`config.mk`:
```
export PLATFORM = sky130hd
export DESIGN_NAME = mc_datapath
export DESIGN_NICKNAME = d
export VERILOG_FILES = /design/src/rtl/mc_pkg.sv /design/src/rtl/mc_regfile.sv /design/src/rtl/mc_datapath.sv
export SDC_FILE = /design/constraint.sdc
export NUM_CORES = 2
export LEC_CHECK = 0
export CAP_MARGIN = 20
export CORE_MARGIN = 4
export CORE_UTILIZATION = 39
export CTS_CLUSTER_SIZE = 12
export DETAILED_ROUTE_END_ITERATION = 10
export GPL_ROUTABILITY_DRIVEN = 1
export PLACE_DENSITY = 0.62
export SLEW_MARGIN = 15
export SYNTH_ARGS = -nofsm -noshare
export SYNTH_HDL_FRONTEND = slang
export SYNTH_SLANG_ARGS = --single-unit
```
`constraint.sdc`:
```
create_clock -name clk -period 7.7 [get_ports clk]
set_input_delay 1.54 -clock clk [delete_from_list [all_inputs] [get_ports clk]]
set_output_delay 1.54 -clock clk [all_outputs]
set_load 0.1 [all_outputs]
```
`src/rtl/mc_pkg.sv`:
```
// Shared encodings for the multi-cycle MIPS datapath and its control FSM.
package mc_pkg;

   // Primary opcodes (IR[31:26])
   localparam logic [5:0] OP_RTYPE = 6'b000000;
   localparam logic [5:0] OP_LW    = 6'b100011;
   localparam logic [5:0] OP_SW    = 6'b101011;
   localparam logic [5:0] OP_BEQ   = 6'b000100;
   localparam logic [5:0] OP_J     = 6'b000010;

   // R-type function codes (IR[5:0])
   localparam logic [5:0] FN_ADD = 6'b100000;
   localparam logic [5:0] FN_SUB = 6'b100010;
   localparam logic [5:0] FN_AND = 6'b100100;
   localparam logic [5:0] FN_OR  = 6'b100101;
   localparam logic [5:0] FN_SLT = 6'b101010;

   // ALUOp strobe encodings
   localparam logic [1:0] ALUOP_ADD     = 2'b00;
   localparam logic [1:0] ALUOP_SUB     = 2'b01;
   localparam logic [1:0] ALUOP_FUNCT   = 2'b10;
   localparam logic [1:0] ALUOP_ADD_ALT = 2'b11;

   // ALUSrcB strobe encodings
   localparam logic [1:0] SRCB_B       = 2'b00;
   localparam logic [1:0] SRCB_FOUR    = 2'b01;
   localparam logic [1:0] SRCB_IMM     = 2'b10;
   localparam logic [1:0] SRCB_IMM_SH2 = 2'b11;

   // PCSource strobe encodings
   localparam logic [1:0] PCSRC_ALU     = 2'b00;
   localparam logic [1:0] PCSRC_ALUOUT  = 2'b01;
   localparam logic [1:0] PCSRC_JUMP    = 2'b10;
   localparam logic [1:0] PCSRC_ALU_ALT = 2'b11;

   typedef enum logic [2:0] {
      ALU_ADD,
      ALU_SUB,
      ALU_AND,
      ALU_OR,
      ALU_SLT,
      ALU_ZERO
   } alu_ctl_e;

   // ALU control decode from the FSM's ALUOp and the instruction funct field
   function automatic alu_ctl_e alu_decode(input logic [1:0] alu_op, input logic [5:0] funct);
      alu_ctl_e ctl;
      ctl = ALU_ADD;
      case (alu_op)
         ALUOP_ADD, ALUOP_ADD_ALT: ctl = ALU_ADD;
         ALUOP_SUB:                ctl = ALU_SUB;
         ALUOP_FUNCT: begin
            case (funct)
               FN_ADD:  ctl = ALU_ADD;
               FN_SUB:  ctl = ALU_SUB;
               FN_AND:  ctl = ALU_AND;
               FN_OR:   ctl = ALU_OR;
               FN_SLT:  ctl = ALU_SLT;
               default: ctl = ALU_ZERO;
            endcase
         end
         default: ctl = ALU_ADD;
      endcase
      return ctl;
   endfunction

endpackage

```
`src/rtl/mc_regfile.sv`:
```
// 32x32 register file: two combinational read ports, one write port, $0 hardwired to zero.
module mc_regfile
   import mc_pkg::*;
(
   input  logic        clk,
   input  logic        reset,
   input  logic        we,
   input  logic [4:0]  raddr1,
   input  logic [4:0]  raddr2,
   input  logic [4:0]  waddr,
   input  logic [31:0] wdata,
   output logic [31:0] rdata1,
   output logic [31:0] rdata2
);

   logic [31:0] regs_q [32];
   logic [31:0] regs_d [32];

   // Next register contents: single write, writes to $0 dropped
   always_comb begin
      regs_d = regs_q;
      if (we && (waddr != 5'd0)) begin
         regs_d[waddr] = wdata;
      end
   end

   // Register storage with synchronous clear
   always_ff @(posedge clk) begin
      if (reset) begin
         regs_q <= '{default: '0};
      end else begin
         regs_q <= regs_d;
      end
   end

   // Read ports return the pre-write value; $0 always reads zero
   always_comb begin
      rdata1 = (raddr1 == 5'd0) ? '0 : regs_q[raddr1];
      rdata2 = (raddr2 == 5'd0) ? '0 : regs_q[raddr2];
   end

endmodule

```
`src/rtl/mc_datapath.sv`:
```
// Multi-cycle MIPS datapath: PC, IR, MDR, A, B, ALUOut, register file, ALU and operand muxes.
module mc_datapath
   import mc_pkg::*;
#(
   parameter logic [31:0] RESET_PC = 32'h0000_0000
) (
   input  logic        clk,
   input  logic        reset,
   input  logic        IorD,
   input  logic        MemRead,
   input  logic        MemWrite,
   input  logic        MemToReg,
   input  logic        IRWrite,
   input  logic        ALUSrcA,
   input  logic        RegWrite,
   input  logic        RegDst,
   input  logic        PCSel,
   input  logic [1:0]  PCSource,
   input  logic [1:0]  ALUSrcB,
   input  logic [1:0]  ALUOp,
   output logic [5:0]  Op,
   output logic        Zero,
   output logic [31:0] mem_addr,
   output logic [31:0] mem_wdata,
   output logic        mem_re,
   output logic        mem_we,
   input  logic [31:0] mem_rdata,
   output logic [31:0] pc_out
);

   logic [31:0] pc_q, pc_d;
   logic [31:0] ir_q, ir_d;
   logic [31:0] mdr_q, mdr_d;
   logic [31:0] a_q, a_d;
   logic [31:0] b_q, b_d;
   logic [31:0] aluout_q, aluout_d;

   logic [31:0] rs_data, rt_data;
   logic [31:0] imm_sext;
   logic [31:0] src_a, src_b;
   logic [31:0] alu_result;
   logic [31:0] jump_target;
   logic [31:0] pc_next;
   logic        pc_en;
   logic [4:0]  rf_waddr;
   logic [31:0] rf_wdata;
   alu_ctl_e    alu_ctl;

   mc_regfile u_rf (
      .clk    (clk),
      .reset  (reset),
      .we     (RegWrite),
      .raddr1 (ir_q[25:21]),
      .raddr2 (ir_q[20:16]),
      .waddr  (rf_waddr),
      .wdata  (rf_wdata),
      .rdata1 (rs_data),
      .rdata2 (rt_data)
   );

   // Register-file write address and data selection
   always_comb begin
      rf_waddr = RegDst ? ir_q[15:11] : ir_q[20:16];
      rf_wdata = MemToReg ? mdr_q : aluout_q;
   end

   // ALU operand selection
   always_comb begin
      imm_sext = {{16{ir_q[15]}}, ir_q[15:0]};
      src_a    = ALUSrcA ? a_q : pc_q;
      case (ALUSrcB)
         SRCB_B:       src_b = b_q;
         SRCB_FOUR:    src_b = 32'd4;
         SRCB_IMM:     src_b = imm_sext;
         SRCB_IMM_SH2: src_b = {imm_sext[29:0], 2'b00};
         default:      src_b = b_q;
      endcase
   end

   // ALU control decode and ALU
   always_comb begin
      alu_ctl = alu_decode(ALUOp, ir_q[5:0]);
      case (alu_ctl)
         ALU_ADD:  alu_result = src_a + src_b;
         ALU_SUB:  alu_result = src_a - src_b;
         ALU_AND:  alu_result = src_a & src_b;
         ALU_OR:   alu_result = src_a | src_b;
         ALU_SLT:  alu_result = {31'd0, ($signed(src_a) < $signed(src_b))};
         ALU_ZERO: alu_result = '0;
         default:  alu_result = '0;
      endcase
      Zero = (alu_result == '0);
   end

   // Next-PC selection; PCSource 01 with Zero is the beq path and merges with PCSel into one load
   always_comb begin
      jump_target = {pc_q[31:28], ir_q[25:0], 2'b00};
      case (PCSource)
         PCSRC_ALU:     pc_next = alu_result;
         PCSRC_ALUOUT:  pc_next = aluout_q;
         PCSRC_JUMP:    pc_next = jump_target;
         PCSRC_ALU_ALT: pc_next = alu_result;
         default:       pc_next = alu_result;
      endcase
      pc_en = PCSel | ((PCSource == PCSRC_ALUOUT) & Zero);
   end

   // Next values for the architectural registers
   always_comb begin
      pc_d     = pc_en ? pc_next : pc_q;
      ir_d     = IRWrite ? mem_rdata : ir_q;
      mdr_d    = mem_rdata;
      a_d      = rs_data;
      b_d      = rt_data;
      aluout_d = alu_result;
   end

   // Architectural registers with synchronous reset taking priority over every load
   always_ff @(posedge clk) begin
      if (reset) begin
         pc_q     <= RESET_PC;
         ir_q     <= '0;
         mdr_q    <= '0;
         a_q      <= '0;
         b_q      <= '0;
         aluout_q <= '0;
      end else begin
         pc_q     <= pc_d;
         ir_q     <= ir_d;
         mdr_q    <= mdr_d;
         a_q      <= a_d;
         b_q      <= b_d;
         aluout_q <= aluout_d;
      end
   end

   // Memory port and status outputs
   always_comb begin
      mem_addr  = IorD ? aluout_q : pc_q;
      mem_wdata = b_q;
      mem_re    = MemRead;
      mem_we    = MemWrite;
      Op        = ir_q[31:26];
      pc_out    = pc_q;
   end

endmodule
```
==> metrics <==
setup repair after global routing missed its margin no; Post-Syn Nets between 6k and 7k; post-detailed-route wirelength per cell 27.4 microns; net count of the finished layout 6,455; via count of the first global-routing pass 50.8k; number of top-level design ports roughly 150; most repeated library cell on the critical path buf_4; die width 410 microns; smallest hold slack 0.479 ns; proportion of synthesized area in mux cells 24.3%; CP Data Arrival Time a little under 6 ns; Final HPWL DP 146,000 microns; number of standard-cell rows in the floorplan 147; number of enable-type register cells in the synthesized netlist 0; Synth Area in Simple Gates 10.6%; Max Fclk 0.134 GHz; maximum number of buffers from clock root to sink 3; slowest stage cell on the critical path fa_1; effective utilization at floorplan 39.2%; routability cong. 0.970; number of max-cap violations 0; crit start category input pin; placeable core area 160,000 sq um; die outline height 410 microns; clock tree from TritonCTS built; final global-route overflow total 0; fraction of the mapped netlist area in compound gates 19.0%; die area 168,000 sq um; share of the synthesized netlist area taken by xor and xnor gates 0.0974%; number of CTS-inserted buffers 133; instance count of the mapped netlist 6,313; number of design-rule violations left by the first detailed-router iteration 5,993; number of slew-limit violations in the final report 0; Detailed Routing Iterations Pass 1 6; Distinct cells, synth between 80 and 90; DRC viols 0; root buf cell clkbuf_16; count of hold-fix buffers inserted at cts 0; critical path, cell by cell clkdlybuf4s15_1, buf_12, mux2i_1, nor2_1, ha_1, fa_1, a211oi_1, o21ai_1, buf_4, a21o_1, buf_4, o211a_1, nor3_2, nor3b_1, nor4_2, buf_4, nand4_1, nor4b_2, buf_4, and4_2, buf_12; Final Non-Filler Cells 8,546; number of endpoints failing setup at the final stage 0; largest incremental delay on the critical path 0.45 ns; power density over the cells 207 nW/um^2; min-delay src u_rf.regs_q[1014]; share of flip-flops with an asynchronous set or reset after synthesis 0%; number of hold-slack violations in the final timing report 0; ratio of final minimum period to clock period 96.8%; Adder-Cell Fraction of Synth Area 2.33%; synthesized area divided by synthesized cell count between 9 and 10 sq um; proportion of layout cells with a drive suffix above 1 around a fifth; dominant combinational cell family by area after synthesis multiplexers; Avg Vias per Cell 6.21; Antenna Nets Post-Route 0; area share of the leading cell type in the synthesized netlist 38.7%; Reg clk slew, reported paths 0.06 ns; final critical-path required period 7.45 ns; warning count from the yosys run 0; setup total negative slack 0 ns; kind of end point of the critical path output port; maximum number of pins on one net before global-route repair 228; Worst EP required 6.16 ns; via count 53.1k; flip-flop and latch count after synthesis ~1.2k; Worst-Margin Slew 1.20 ns; largest fanout on the critical path 13; final routed wirelength across all metal layers 234,000 microns; number of antenna violations at the first check in global routing 12; global router's overall resource usage 27.0%; type of the setup path with the least slack in2out; Area Growth Syn to Fin 16.1%; total number of H-tree levels 4; number of instances on the worst hold path 1; port buffer count 149; most common flop cell mapped by yosys dfxtp_1; relative max-transition margin 19.9%; Peak VDD IR 0.185 mV; count of placed standard cells including taps 8,296; top cells by area, synth dfxtp_1 (39%), mux4_2 (17%), a211oi_1 (12%); post-route clock skew 0.0322 ns; cell accounting for the most synthesized area dfxtp_1; Hold Path Class reg2reg; Clock Sinks 1,216; leakage power of the design approximately 0.024 uW; netlist area before placement between 60,000 and 70,000 sq um; wire length of the first global-routing pass roughly 340,000 microns; worst-skew pair later-pin latency 0.79 ns; part of the Yosys area used for sequential elements a little under 40%; number of cells traversed by the worst register-to-register path 21; status finished, final reports clean; Filler cells between 15k and 20k; reg2reg start ir_q[1]; worst setup path start ALUSrcB[1]
cell type report:
type                            instances  area (sq um)  area share, %
Inverter                              111           417          0.570
Sequential cell                      1216         24400           33.4
Timing Repair Buffer                  545          5030           6.88
Multi-Input combinational cell       4283         36300           49.6
Clock buffer                          203          3960           5.41
Antenna cell                            3          7.51         0.0103
Clock inverter                         25           320          0.438
Tap cell                             2160          2700           3.70
metal layers:
metal | vias to the layer above | GRT usage (%) | part of all wire, %
li1 | 23658 | - | -
met1 | 26374 | 36.9 | 42
met2 | 2483 | 42.9 | 46
met3 | 571 | 4.89 | 8.8
met4 | 10 | 10.0 | 3.9
met5 | - | 0 | 0.030
report_power, final:
group          total, uW  internal [uW]  leakage (uW)  switching [uW]
Clock               6330           3600       0.00209            2730
Sequential          6550           6390       0.00983             160
Combinational       2250            800        0.0120            1450
critical path, delay by kind of cell:
family          cells  cell delay [ns]
fa+ha+maj           2             0.69
compound gates      4             0.78
simple gates        7             1.41
mux                 1             0.20
buf+inv             7             1.29
worst paths after layout:
check / end / slack (ns)
setup / recovery: Zero / 0.25
hold reg to reg: u_rf.regs_q[1014] / 0.48
setup reg to reg: pc_out[28] / 2.22
hold / removal: u_rf.regs_q[1014] / 0.48
cells in the mapped netlist, types with 5 or more instances:
library cell	count
a211o_1	27
a211oi_1	1016
a21boi_0	5
a21o_1	31
a21oi_1	130
a221o_1	9
a221oi_1	48
a22o_1	19
a22oi_1	11
a2bb2oi_1	9
a31oi_1	16
and2_1	18
and3_1	7
buf_1	74
buf_2	13
buf_4	11
clkbuf_1	604
dfxtp_1	1216
ha_1	114
inv_1	109
mux2_2	154
mux2i_1	284
mux4_2	476
nand2_1	122
nand2b_1	14
nand3_1	19
nand4_1	15
nor2_1	1228
nor2b_1	77
nor3_1	54
nor3b_1	6
nor4_1	16
o211ai_1	23
o21a_1	7
o21ai_0	91
o21bai_1	8
o221ai_1	51
o22ai_1	60
o31a_1	8
o31ai_1	14
or2_2	6
or3_1	10
or4_1	6
xnor2_1	7
sequential cells by signal (all words and copies together), names as in the netlist:
name	flops
aluout_q	32
a_q	32
mdr_q	32
ir_q	32
u_rf.regs_q	1024
mem_wdata	32
pc_out	32
kinds of logic after synthesis:
family / Yosys count
xor+xnor: 7
simple gates: 1615
buf+inv: 814
mux: 914
fa+ha+maj: 116
flops: 1216
compound gates: 1631
per-stage QoR:
stage | util [%] | instance area [sq um] | power [uW] | setup WS [ns]
6_report | 45.6 | 73100 | 15100 | 0.248
5_1_grt | 45.6 | 73100 | 15600 | 0.0303
3_3_place_gp | 42.4 | 68000 | 8820 | -0.628
4_1_cts | 45.2 | 72500 | 15100 | 0.0117
3_5_place_dp | 42.5 | 68200 | 8830 | -0.485
2_1_floorplan | - | 62900 | 7960 | 0.0326
cells in the final DEF, fill, tap and decap left out, types with 74 or more instances in the layout:
master,instances
a211oi_1,1014
a21oi_1,129
buf_4,360
clkbuf_16,136
clkdlybuf4s50_1,141
dfxtp_1,1206
ha_1,113
inv_1,109
mux2_2,154
mux2i_1,252
mux4_2,476
nand2_1,120
nor2_1,1196
nor2b_1,74
o21ai_0,85
what timing repair did:
| action | 4_1_cts | 5_1_grt |
|---|---|---|
| setup endpoints to repair | 1 | 1 |
| gates resized for setup | 15 | 36 |
| pin swaps | 3 | 10 |
| buffers inserted | 1 | 2 |
| gates cloned | 0 | 0 |
No activity file was read; power rests on OpenSTA's default activity.
